===== src/rtl/countdown_timer.sv =====
// Loadable down-counter with prescaled tick, pause/resume and optional auto-reload.
// Raises a one-cycle done pulse on every terminal count and exposes its FSM state for checkers.
module countdown_timer #(
  parameter int N        = 4,
  parameter int PRESCALE = 1
) (
  input  logic         clk,
  input  logic         nrst,
  input  logic         load,
  input  logic [N-1:0] load_val,
  input  logic         start,
  input  logic         pause,
  input  logic         auto_reload,
  output logic [N-1:0] count,
  output logic         running,
  output logic         expired,
  output logic         done,
  output logic [1:0]   state_dbg
);

  localparam int            PW       = (PRESCALE > 1) ? $clog2(PRESCALE) : 1;
  localparam logic [PW-1:0] PRE_LAST = PW'(PRESCALE - 1);

  typedef enum logic [1:0] {
    IDLE    = 2'd0,
    RUN     = 2'd1,
    PAUSED  = 2'd2,
    EXPIRED = 2'd3
  } state_t;

  state_t         state_q, state_d;
  logic [N-1:0]   count_q, count_d;
  logic [N-1:0]   reload_q, reload_d;
  logic [PW-1:0]  pre_q, pre_d;
  logic           done_q, done_d;
  logic           tick;

  // Control inputs are level-sampled every cycle; there is no handshake, a high
  // level on a rising edge is one request and priority is load > start/pause > tick.
  assign tick = (state_q == RUN) && (pre_q == PRE_LAST) && !pause && !load;

  always_ff @(posedge clk or negedge nrst) begin
    if (!nrst) begin
      state_q <= IDLE;
    end else begin
      state_q <= state_d;
    end
  end

  always_comb begin
    state_d  = state_q;
    count_d  = count_q;
    reload_d = reload_q;
    pre_d    = pre_q;
    done_d   = 1'b0;
    if (load) begin
      reload_d = load_val;
      count_d  = load_val;
      pre_d    = '0;
      state_d  = IDLE;
    end else begin
      case (state_q)
        IDLE, EXPIRED: begin
          if (start) begin
            if (reload_q != '0) begin
              count_d = reload_q;
              pre_d   = '0;
              state_d = RUN;
            end else begin
              // Zero-length run terminates immediately; auto_reload cannot apply.
              count_d = '0;
              state_d = EXPIRED;
              done_d  = 1'b1;
            end
          end
        end
        PAUSED: begin
          if (start) begin
            state_d = RUN;
          end
        end
        RUN: begin
          if (pause) begin
            state_d = PAUSED;
          end else begin
            pre_d = (pre_q == PRE_LAST) ? '0 : pre_q + PW'(1);
            if (tick) begin
              if (count_q > N'(1)) begin
                count_d = count_q - N'(1);
              end else if (auto_reload) begin
                count_d = reload_q;
                done_d  = 1'b1;
              end else begin
                count_d = '0;
                state_d = EXPIRED;
                done_d  = 1'b1;
              end
            end
          end
        end
        default: begin
          state_d = IDLE;
        end
      endcase
    end
  end

  always_ff @(posedge clk or negedge nrst) begin
    if (!nrst) begin
      count_q  <= '0;
      reload_q <= '0;
      pre_q    <= '0;
      done_q   <= 1'b0;
    end else begin
      count_q  <= count_d;
      reload_q <= reload_d;
      pre_q    <= pre_d;
      done_q   <= done_d;
    end
  end

  assign count     = count_q;
  assign done      = done_q;
  assign running   = (state_q == RUN);
  assign expired   = (state_q == EXPIRED);
  assign state_dbg = state_q;

endmodule


===== config.mk =====
export PLATFORM = sky130hd
export DESIGN_NAME = countdown_timer
export DESIGN_NICKNAME = d
export VERILOG_FILES = /design/src/rtl/countdown_timer.sv
export SDC_FILE = /design/constraint.sdc
export NUM_CORES = 1
export LEC_CHECK = 0
export ABC_AREA = 1
export BUFFER_PORTS_ARGS = -buffer_cell sky130_fd_sc_hd__clkbuf_2
export CAP_MARGIN = 20
export CORE_MARGIN = 1.5
export CORE_UTILIZATION = 30
export DETAILED_ROUTE_END_ITERATION = 8
export PLACE_DENSITY = 0.58
export SLEW_MARGIN = 20
export SYNTH_ARGS = -nofsm -noshare
export SYNTH_HDL_FRONTEND = slang
export SYNTH_SLANG_ARGS = --single-unit

===== constraint.sdc =====
create_clock -name clk -period 1.4 [get_ports clk]
set_input_delay 0.28 -clock clk [delete_from_list [all_inputs] [get_ports clk]]
set_output_delay 0.28 -clock clk [all_outputs]
set_load 0.03 [all_outputs]

**Word-level counts from Yosys, hierarchy flattened**

Cells that the tools add are included.

- Flip-flop bits (word level): 12
- Logic and storage cells: 62

- Add/sub/neg operators: 2
- Magnitude comparators: 1
- Equal/unequal tests: 11
- Multiplexer cells: 30
- Bitwise operators: 1
- Reduce and logical (&&, ||, !) cells: 12

Operators with widths:

| cell | count |
|---|---|
| 2-to-1 mux 4 bit | 7 |
| 2-to-1 mux 2 bit | 8 |
| != test 3 bit (second input constant) | 4 |
| 2-to-1 mux 1 bit | 11 |
| != test 4 bit (second input constant) | 2 |
| one-hot mux 4 bit (2 select lines) | 1 |
| AND reduction 4 bit | 2 |
| one-hot mux 2 bit (3 select lines) | 1 |
| AND reduction 5 bit | 1 |
| equality test 2 bit (second input constant) | 2 |
| greater-than comparator 4 x 1 -> 1 bit (second input constant) | 1 |
| != test 4 x 3 -> 1 bit (second input constant) | 1 |
| one-hot mux 1 bit (2 select lines) | 2 |
| nonzero test 4 bit | 1 |
| subtractor 4 x 1 -> 4 bit (second input constant) | 1 |
| logical AND 1 bit | 3 |
| != test 3 x 2 -> 1 bit (second input constant) | 1 |
| nonzero test 3 bit | 1 |
| equality test 2 x 1 -> 1 bit (second input constant) | 1 |
| logical NOT 1 bit | 2 |
| logical NOT 2 bit | 1 |
| OR reduction 2 bit | 1 |
| adder 1 bit (second input constant) | 1 |
| inverter 1 bit | 1 |

**Logic depth before layout (Yosys ltp)**

- Depth after elaboration: 8
- Mapped depth: 10
- Mapped depth without buffers: 10

**Least setup slack after synthesis**

No wires, ideal clock.

- Kind: register -> register
- From: reg state_q[0] (netlist: state_dbg[0])
- To: reg count_q[3] (netlist: count[3])
- Setup time: 0.113 ns
- Data arrival time: 1.618 ns
- Setup slack: -0.331 ns
- Stages on the path, launching flop included: 10
- Buffers on the path: 1
- Clock period less this slack: 1.731 ns
- Cells stage by stage: dfrtp_1 > ha_1 > buf_4 > nor2_2 > nand2_2 > nand3_4 > nor2_1 > nand3_1 > nand2_1 > inv_1

- Longest elaborated chain between the ends: 6
- Elaborated cells on any way between the ends: 14
- Those cells by class: 5 x eq/ne; 2 x mux; 7 x reduce/logical

Ends and longest elaborated chain:

| what | RTL line | source |
|---|---|---|
| start: declaration | 31 | `state_t state_q, state_d;` |
| start signal: assignment | 46 | `state_q <= state_d;` |
| equality test 2 x 1 -> 1 bit (*) | n/a |  |
| net running | 15 | `output logic running,` |
| logical AND 1 bit (3 in series) | 40 | `assign tick = (state_q == RUN) && (pre_q == PRE_LAST) && !pause && !load;` |
| != test 3 x 2 -> 1 bit (no line) | n/a |  |
| AND reduction 4 bit (no line) | n/a |  |
| end signal: assignment | 115 | `count_q <= count_d;` |
| end: declaration | 32 | `logic [N-1:0] count_q, count_d;` |

The timed path passes the listed nets; every way through them passes the cells marked *.
A chain may end at the register's enable or synchronous reset.

**Worst setup path after layout**

- From: reg state_q[1] (netlist: state_dbg[1])
- To: out expired

- Longest elaborated chain between the ends: 1

Ends and longest elaborated chain:

| what | RTL line | source |
|---|---|---|
| equality test 2 bit | 125 | `assign expired = (state_q == EXPIRED);` |
| end: declaration | 16 | `output logic expired,` |

No other way between the ends.

==> impl_metrics.json <==
{
  "finalHoldViolCount": 0,
  "cts-buffers-inserted": 3,
  "reg2reg_setup_slack_ns": 0,
  "dr_total_vias": 817,
  "finish.utilization_pct": 46.2,
  "via_per_inst": 4.70,
  "gr-usage-all-layers_pct": 13.1,
  "report.final.slew_viol_count": 0,
  "initial_core_util_pct": 32.8,
  "detailed_routing_iterations_pass_1": 4,
  "synth.top_cell.area_share_pct": 33.0,
  "area_delta_synth_final_pct": 40.8,
  "timing.critical_path.to_type": "output port",
  "io-pin-count": 19,
  "ctsHtreeMaxLevel": 1,
  "post_synth_instance_area_um2": 835,
  "pin_count_of_the_biggest_net_entering_global_routing": 16,
  "maxCapViolations": 0,
  "postSynthRegisterBits": 11,
  "cp_num_buf_inv": 2,
  "ant_nets": 0,
  "final.min_clock_period_ns": 1.41,
  "mostFrequentLayoutCell": "sky130_fd_sc_hd__nand2_1",
  "slowest_delay_ns": 0.45,
  "clkSlewWorstSetupHoldPaths_ns": 0.07,
  "cts-root-buf": "sky130_fd_sc_hd__clkbuf_4",
  "synth_sequential_area_ratio_pct": 33.0,
  "ys.warnings.count": 0,
  "synthesis.nets": 129,
  "clock.fmax_mhz": 708,
  "post_synth_main_area_contributors": "sky130_fd_sc_hd__dfrtp_1 33%, sky130_fd_sc_hd__nand2_1 10%, sky130_fd_sc_hd__ha_1 7.5%",
  "routed_wirelength_normalized_by_instance_count_um": 10.8,
  "critPathTopFamily": "flip-flops",
  "vdd_ir_drop_max_uv": 1170,
  "timing.critical_path.from_type": "flip-flop",
  "insertion_delay_ns": 0.27,
  "crit_fanout": 3,
  "synthDominantAreaCellType": "sky130_fd_sc_hd__dfrtp_1",
  "fin_clk_skew_ns": 0.00819,
  "placeableCoreArea_um2": 2540,
  "relSlewSlack_pct": 81.4,
  "globalRoute.totalOverflow": 0,
  "row_count": 18,
  "fin_setup_tns_ns": -0.0173,
  "num-nets-final": 160,
  "violations": "setup timing",
  "gp_congestion": 0.826,
  "register_area_um2": 280,
  "antenna_found_initial": 0,
  "critical_path.cell_chain": "buf_6 > ha_4 > buf_8",
  "worst-endpoint-arrival_ns": 1.13,
  "power.leakage_nw": 0.571,
  "timing.critical_path.required_ns": 1.12,
  "layout_setup_ws_ns": -0.0125,
  "powerDensity_nw_per_um2": 2270,
  "status": "finished with violations",
  "criticalPathCategory": "reg2out",
  "dieWidth_um": 55.7,
  "portion_of_the_clock_cycle_consumed_by_the_worst_path_in_the_final_layout_pct": 101,
  "worst_hold_path_type": "in2reg",
  "clock_tree_from_tritoncts": "yes",
  "finalSetupViolations": 2,
  "grt_setup_unrepaired": "true",
  "n_fill_cell": 279,
  "dieArea_um2": 3110,
  "io_buffers": 18,
  "drc": 0,
  "grt_first_pass_wirelength_mm": 3.22,
  "drtIter0Drc": 16,
  "syn_inst": 114,
  "max_slew.worst_pin.slew_ns": 0.279,
  "fp.dieH_um": 55.7,
  "multi_input_area_um2": 537,
  "wirelength_mm": 1.88,
  "layout.cells.most_common_list": "23 x sky130_fd_sc_hd__nand2_1, 15 x sky130_fd_sc_hd__clkbuf_2, 10 x sky130_fd_sc_hd__inv_1, 9 x sky130_fd_sc_hd__o21ai_1",
  "clock_sink_count": 11,
  "drive_gt1_share_pct": 48.6,
  "grt_pass1_vias": 757,
  "synthesis.area_per_instance_um2": 7.32,
  "cts-root-to-sink-buffers": 2,
  "worst_hold_slack_ns": 0.259,
  "insertedDiodeCount": 0,
  "dp.final_hpwl_mm": 1.49,
  "critical_path.slowest_cell": "sky130_fd_sc_hd__dfrtp_2",
  "synth_cell_types": 26
}
[tightest hold or removal path, cell delays in order]
cell and delay [ns]:
sky130_fd_sc_hd__clkbuf_2 0.10, sky130_fd_sc_hd__nand2_1 0.06, sky130_fd_sc_hd__o21ai_1 0.05
[layout make-up]
type                       count  share of cell area (%)
clock buffer                   4                    2.24
multi-input combinational     79                    45.7
tap                           30                    3.19
inverter                      21                    6.92
sequential                    11                    23.9
timing repair buffer          29                    18.1
[kinds of logic after synthesis]
kind of cell | after synthesis | synth area share, %
and+or+nand+nor | 55 | 35.1
adders and majority gates | 5 | 7.50
buffers and inverters | 24 | 12.6
DFF | 11 | 33.0
AOI/OAI and AO/OA | 19 | 11.8
[synthesized netlist by cell type]
library cell,count
sky130_fd_sc_hd__nand4_1,2
sky130_fd_sc_hd__nor2_4,1
sky130_fd_sc_hd__nand2_1,23
sky130_fd_sc_hd__a21oi_1,8
sky130_fd_sc_hd__o21ai_0,1
sky130_fd_sc_hd__nand3_2,2
sky130_fd_sc_hd__o21ai_1,9
sky130_fd_sc_hd__clkinv_1,2
sky130_fd_sc_hd__nand2_4,1
sky130_fd_sc_hd__buf_2,1
sky130_fd_sc_hd__nand3_4,1
sky130_fd_sc_hd__or2_1,1
sky130_fd_sc_hd__inv_4,1
sky130_fd_sc_hd__buf_6,1
sky130_fd_sc_hd__nand2_2,5
sky130_fd_sc_hd__nand3b_1,1
sky130_fd_sc_hd__buf_4,1
sky130_fd_sc_hd__o21ai_2,1
sky130_fd_sc_hd__nor2_1,7
sky130_fd_sc_hd__nor2_2,2
sky130_fd_sc_hd__dfrtp_1,11
sky130_fd_sc_hd__nand3_1,8
sky130_fd_sc_hd__ha_1,5
sky130_fd_sc_hd__nor3_2,1
sky130_fd_sc_hd__inv_2,5
sky130_fd_sc_hd__inv_1,13
[per-layer routing]
metal	track usage, %	vias up	part of all wire [%]	routed length, um
met2	20.1	20	47	886
met1	16.8	367	45	845
met5	0	-	0	0
met3	0.930	9	3.3	62
met4	10.5	0	4.3	80
li1	-	421	-	-
[path summary, 6_finish.rpt]
path,from,end,depth (start not counted)
min in group asynchronous,nrst,reload_q[1],2
max in group asynchronous,nrst,state_dbg[1],2
max,state_dbg[1],expired,3
min,load_val[1],reload_q[1],3
min reg2reg,reload_q[1],reload_q[1],2
max reg2reg,state_dbg[0],count[2],6
[report_power, final]
part | switching, mW | total (mW) | internal [mW]
logic | 1.08 | 1.88 | 0.804
clock network | 0.0997 | 0.210 | 0.110
registers | 0.144 | 0.576 | 0.432
total | 1.32 | 2.67 | 1.35
[stage by stage]
stage	cell area [um2]	setup WS [ns]	power (mW)	instances
after floorplan	873	-0.0500	1.76	114
after global placement	1020	0.0132	2.12	165
after detailed placement	1020	0.0133	2.15	165
after CTS	1120	-0.0136	2.52	173
after global routing	1170	-0.0846	2.89	174
final	1170	-0.0125	2.67	174
[flip-flops by register name, indices dropped and copies added (netlist names)]
| register | cells |
|---|---|
| state_dbg | 2 |
| reload_q | 4 |
| done | 1 |
| count | 4 |
[what timing repair did]
| item | 4_1_cts | 5_1_grt |
|---|---|---|
| pin swaps | 1 | 4 |
| gates resized for setup | 10 | 15 |
| buffers inserted | 3 | 1 |
| hold buffers | 1 | 0 |
| endpoints found under the setup margin | 2 | 9 |
| endpoints found under the hold margin | 11 | 0 |
No activity file was read; power rests on OpenSTA's default activity.
